===== src/rtl/sweep_controller.sv =====
// rtl/sweep_controller.sv - two-axis scan-and-lock sweep sequencer
module sweep_controller #(
    parameter int POS_W        = 8,
    parameter int LIGHT_W      = 12,
    parameter int DWELL_W      = 13,
    parameter int DWELL_CYCLES = 8191,
    parameter int H_MAX        = 180,
    parameter int V_MAX        = 90
) (
    input  logic               CLK,
    input  logic               RST_N,
    input  logic               START,
    input  logic               ABORT,
    input  logic [LIGHT_W-1:0] LIGHT,
    input  logic               LIGHT_VLD,
    output logic               HS,
    output logic               VS,
    output logic [POS_W-1:0]   H_POS,
    output logic [POS_W-1:0]   V_POS,
    output logic [POS_W-1:0]   H_BEST,
    output logic [POS_W-1:0]   V_BEST,
    output logic               BUSY,
    output logic               DONE
);
    typedef enum logic [2:0] {IDLE, H_SWEEP, H_GOTO, V_SWEEP, V_GOTO} state_t;

    localparam logic [DWELL_W-1:0] DWELL_LAST = DWELL_W'(DWELL_CYCLES - 1);
    localparam logic [DWELL_W-1:0] DWELL_ONE  = DWELL_W'(1);
    localparam logic [POS_W-1:0]   H_LAST     = POS_W'(H_MAX);
    localparam logic [POS_W-1:0]   V_LAST     = POS_W'(V_MAX);
    localparam logic [POS_W-1:0]   POS_ONE    = POS_W'(1);

    state_t             state, state_n;
    logic [DWELL_W-1:0] dwell, dwell_n;
    logic [LIGHT_W-1:0] sample, sample_n, best, best_n;
    logic               sample_vld, sample_vld_n;
    logic [POS_W-1:0]   h_pos_n, v_pos_n, h_best_n, v_best_n;
    logic               done_n, dwell_end, better;

    always_ff @(posedge CLK or negedge RST_N) begin
        if (!RST_N) begin
            state      <= IDLE;
            dwell      <= '0;
            sample     <= '0;
            best       <= '0;
            sample_vld <= 1'b0;
            H_POS      <= '0;
            V_POS      <= '0;
            H_BEST     <= '0;
            V_BEST     <= '0;
            HS         <= 1'b0;
            VS         <= 1'b0;
            BUSY       <= 1'b0;
            DONE       <= 1'b0;
        end else begin
            state      <= state_n;
            dwell      <= dwell_n;
            sample     <= sample_n;
            best       <= best_n;
            sample_vld <= sample_vld_n;
            H_POS      <= h_pos_n;
            V_POS      <= v_pos_n;
            H_BEST     <= h_best_n;
            V_BEST     <= v_best_n;
            HS         <= (state_n == H_SWEEP) || (state_n == H_GOTO);
            VS         <= (state_n == V_SWEEP) || (state_n == V_GOTO);
            BUSY       <= (state_n != IDLE);
            DONE       <= done_n;
        end
    end

    always_comb begin
        state_n      = state;
        dwell_n      = dwell;
        sample_n     = sample;
        best_n       = best;
        sample_vld_n = sample_vld;
        h_pos_n      = H_POS;
        v_pos_n      = V_POS;
        h_best_n     = H_BEST;
        v_best_n     = V_BEST;
        done_n       = 1'b0;
        dwell_end    = (dwell == DWELL_LAST);
        better       = sample_vld && (sample > best);

        case (state)
            IDLE: begin
                if (START && !ABORT) begin
                    state_n      = H_SWEEP;
                    h_pos_n      = '0;
                    h_best_n     = '0;
                    best_n       = '0;
                    dwell_n      = '0;
                    sample_vld_n = 1'b0;
                end
            end
            H_SWEEP, V_SWEEP: begin
                if (!dwell_end) begin
                    dwell_n = dwell + DWELL_ONE;
                    if (LIGHT_VLD) begin
                        sample_n     = LIGHT;
                        sample_vld_n = 1'b1;
                    end
                end else begin
                    dwell_n      = '0;
                    sample_vld_n = 1'b0;
                    if (better) best_n = sample;
                    if (state == H_SWEEP) begin
                        if (better) h_best_n = H_POS;
                        // Park uses the just-updated best so the final position can win.
                        if (H_POS == H_LAST) begin
                            state_n = H_GOTO;
                            h_pos_n = h_best_n;
                        end else begin
                            h_pos_n = H_POS + POS_ONE;
                        end
                    end else begin
                        if (better) v_best_n = V_POS;
                        if (V_POS == V_LAST) begin
                            state_n = V_GOTO;
                            v_pos_n = v_best_n;
                        end else begin
                            v_pos_n = V_POS + POS_ONE;
                        end
                    end
                end
            end
            H_GOTO: begin
                if (dwell_end) begin
                    dwell_n      = '0;
                    state_n      = V_SWEEP;
                    v_pos_n      = '0;
                    v_best_n     = '0;
                    best_n       = '0;
                    sample_vld_n = 1'b0;
                end else begin
                    dwell_n = dwell + DWELL_ONE;
                end
            end
            V_GOTO: begin
                if (dwell_end) begin
                    dwell_n = '0;
                    state_n = IDLE;
                    done_n  = 1'b1;
                end else begin
                    dwell_n = dwell + DWELL_ONE;
                end
            end
            default: state_n = IDLE;
        endcase

        // Abort freezes positions and best results; only sequencing state is dropped.
        if (state != IDLE && ABORT) begin
            state_n      = IDLE;
            dwell_n      = '0;
            sample_vld_n = 1'b0;
            sample_n     = sample;
            best_n       = best;
            h_pos_n      = H_POS;
            v_pos_n      = V_POS;
            h_best_n     = H_BEST;
            v_best_n     = V_BEST;
            done_n       = 1'b0;
        end
    end
endmodule


===== config.mk =====
export PLATFORM = sky130hd
export DESIGN_NAME = sweep_controller
export DESIGN_NICKNAME = d
export VERILOG_FILES = /design/src/rtl/sweep_controller.sv
export SDC_FILE = /design/constraint.sdc
export NUM_CORES = 1
export LEC_CHECK = 0
export ABC_CLOCK_PERIOD_IN_PS = 3500
export CAP_MARGIN = 20
export CORE_AREA = 2 2 115 117
export DETAILED_ROUTE_END_ITERATION = 8
export DIE_AREA = 0 0 117 119
export PLACE_DENSITY = 0.6
export SLEW_MARGIN = 20
export SYNTH_ARGS = -nofsm -noshare
export SYNTH_HDL_FRONTEND = slang
export SYNTH_SLANG_ARGS = --single-unit

===== constraint.sdc =====
create_clock -name CLK -period 3.5 [get_ports CLK]
set_input_delay 0.7 -clock CLK [delete_from_list [all_inputs] [get_ports CLK]]
set_output_delay 0.7 -clock CLK [all_outputs]
set_load 0.05 [all_outputs]

==> impl_metrics.toml <==
[power_and_ir_drop]
power_mw = 2.892
ir_drop_v = 0.0001964
p_per_area_mw_per_mm2 = 537.4
power.leakage_nw = 2.272

[drt]
wl_met2_mm = 4.726
drc = 0
routed-wl-met3_um = 422
drt_wl_total_mm = 9.996
ant_nets = 0
drtIter0Drc = 266
dr.pass1.iters = 5
vias = 3486
viasPerCell = 5.322
top_layer_used = "met4"
wirelength_met1_mm = 4.673
routedWlPerCell_um = 15.26

[setup_path]
worst-path-max-fanout = 12
crit_top_cell = "a22o_1"
cp_slowest_cell = "a211oi_2"
crit_type = "in -> reg"
cp-end-kind = "flip-flop"
cp.arrival_ps = 2970
rr_startpoint = "sample[7]"
critPathLaunch = "ABORT"
crit_required_ps = 3770
start_kind = "primary input"
crit_chain = "clkdlybuf4s50_1, or2_2, nor3_2, a32oi_2, a211oi_2, a22o_1, a22o_1"
crit_path_max_incr_delay_ps = 730

[sta]
rsz0062_at_grt = "false"
slew_headroom_pct = 48.12
whs_ps = 395.1
tightest_slew_ps = 776.7
period_share_pct = 77.16
hold_violations = 0
fmax_ghz = 0.3703
setup_tns_ps = 0
finalCriticalPeriod_ps = 2701
setup_ws_ps = 799.4
fin_skew_ps = 5.442
setup_viol = 0
maxSlewViolCount = 0

[place]
placed_cells = 639
gp_congestion = 0.8147
portBuffers = 52
post-place-ws_ps = 462.7
hpwl_mm = 6.944
placed_cell_area_mm2 = 0.005051

[die]
die_w_um = 117
start_util_pct = 33.63
core_mm2 = 0.01287
die-area_mm2 = 0.01392
pin_count = 53
fp.dieH_um = 119
num_rows = 42

[finish]
syn_to_final_growth_pct = 24.27
post-route-util_pct = 41.80
post-route-cell-area_mm2 = 0.005381
fillers = 1242
final_cells = 655
drive_gt1_share_pct = 12.11
nets = 509
n_antenna_cell = 0

[global_routing]
grt_start_max_net_pins = 78
grtUsageTotal_pct = 15.49
grt_pass1_wl_mm = 16.98
antenna_found_initial = 0
grt.overflow.total = 0
grt_pass1_vias = 3375

[clocking]
clock-sinks = 77
cts.htree.levels = 3
ctsRootBufferMaster = "clkbuf_16"
postCtsHoldBufs = 0
cts_setup_buffers = 0
cts_max_path_buffers = 2
clock_latency_ps = 330
path_clk_slew_ps = 60
cts_tree = "yes"
cts_buffers = 9
ctsResizeCount = 0

[synthesis]
synth_edf_count = 0
postSynthCellCount = 424
synthesis.nets = 459
ys.flop_type = "dfrtp_1"
syn_area_per_cell_um2 = 10.21
ys_async_sr_fraction_pct = 100.0
ys_warn_count = 0
ys_types = 62
yosys_register_bits = 77
netlist_area_mm2 = 0.004330
synth-seq-area-share_pct = 44.50

[min_path]
hp-class = "in -> async"

[job]
cap_violations = 0

[status]
status = "finished, final reports clean"
per-layer routing:
layer | vias up | track usage (%)
li1 | 1685 | -
met1 | 1700 | 21.36
met2 | 88 | 23.81
met3 | 13 | 3.257
met4 | 0 | 5.882
met5 | - | 0
kinds of logic (layout without fill, tap and decap cells):
| logic type | count (synthesis) | count (layout) | synth area share [%] |
|---|---|---|---|
| and+or+nand+nor | 117 | 117 | 15.14 |
| buffers and inverters | 46 | 101 | 4.334 |
| adders and majority gates | 18 | 18 | 5.201 |
| DFF | 77 | 77 | 44.50 |
| muxes | 13 | 13 | 3.323 |
| xor gates and xnor gates | 22 | 22 | 4.450 |
| AOI/OAI and AO/OA | 131 | 131 | 23.06 |
final timing paths:
kind | endpoint | slack [ps] | depth (start not counted)
worst max register to register | H_BEST[0] | 820 | 7
worst max-delay path | best[5] | 800 | 7
worst min-delay path | VS | 400 | 1
worst min register to register | best[9] | 490 | 1
max in group asynchronous | sample[0] | 2620 | 1
min in group CLK | best[9] | 490 | 1
critical path: cells and delay by family:
family	cells	cell delay, ps
AOI/OAI and AO/OA	4	1270
buffers and inverters	1	430
and+or+nand+nor	2	580
cells in the mapped netlist, drive strengths merged, types with 2 or more instances:
cell type | instances | area share [%]
xnor2 | 8 | 1.6
o2bb2ai | 4 | 0.81
nor3 | 7 | 1.3
nor2 | 22 | 2.0
clkbuf | 11 | 0.95
a21o | 8 | 1.4
o21ai | 16 | 1.8
mux2 | 11 | 2.9
a31oi | 8 | 1.2
a211oi | 5 | 1.1
or4b | 2 | 0.55
mux2i | 2 | 0.46
a32o | 13 | 3.0
inv | 24 | 2.1
o22ai | 6 | 0.87
and3 | 5 | 0.72
a21oi | 23 | 3.0
o21bai | 4 | 0.69
or2 | 4 | 0.64
buf | 11 | 1.3
nor2b | 2 | 0.29
nand2 | 28 | 2.4
a22o | 32 | 6.5
nor4 | 4 | 0.72
nand4 | 11 | 1.9
or3 | 6 | 0.98
dfrtp | 77 | 44
xor2 | 14 | 2.8
ha | 18 | 5.2
nand3 | 19 | 2.3
o211ai | 3 | 0.52
sequential cells by signal, summed over array words and instances (netlist names):
name and flops:
best 12, VS 1, state 3, V_POS 8, dwell 13, H_POS 8
V_BEST 8, sample_vld 1, sample 12, H_BEST 8, HS 1, BUSY 1
DONE 1
cells in the final DEF, fill, tap and decap left out, types with 2 or more instances in the layout:
cell             Yosys  final
clkbuf_8             0      2
nand4_1              9      9
o21ai_0             14     14
xor2_1              14     14
clkinv_2             0      2
mux2i_1              2      2
or3_1                5      5
o21bai_1             4      4
a31oi_1              8      8
clkdlybuf4s50_1      0     51
o2bb2ai_1            4      4
xnor2_1              8      8
buf_4                1      8
or2_2                3      3
a21o_1               8      8
o211ai_1             3      3
nand3_1             18     18
o22ai_1              6      6
a22o_1              32     32
o21ai_1              2      2
nor3_2               2      2
mux2_2              11     11
clkbuf_16            0      9
nor3_1               4      4
inv_1               24     24
dfrtp_1             77     77
ha_1                18     18
and3_1               5      5
nor2b_1              2      2
nor4_1               3      3
nand4_2              2      2
bufinv_16            0      2
a32o_1              13     13
nand2_1             28     28
a211oi_1             3      3
a21oi_1             21     21
a211oi_2             2      2
nor2_1              21     21
layout make-up:
cell class	instances	area, µm²	share of cell area (%)
clock buffer	12	256.5	4.766
clock inverter	4	70.07	1.302
inverter	24	90.09	1.674
multi-input combinational	301	2216	41.18
sequential	77	1927	35.81
tap	176	220.2	4.092
timing repair buffer	61	601.8	11.18
where the power goes:
part,internal [mW],switching [mW]
clock,0.661,0.349
combinational,0.333,0.425
sequential,1.01,0.113
(Power assumes the default switching activity.)
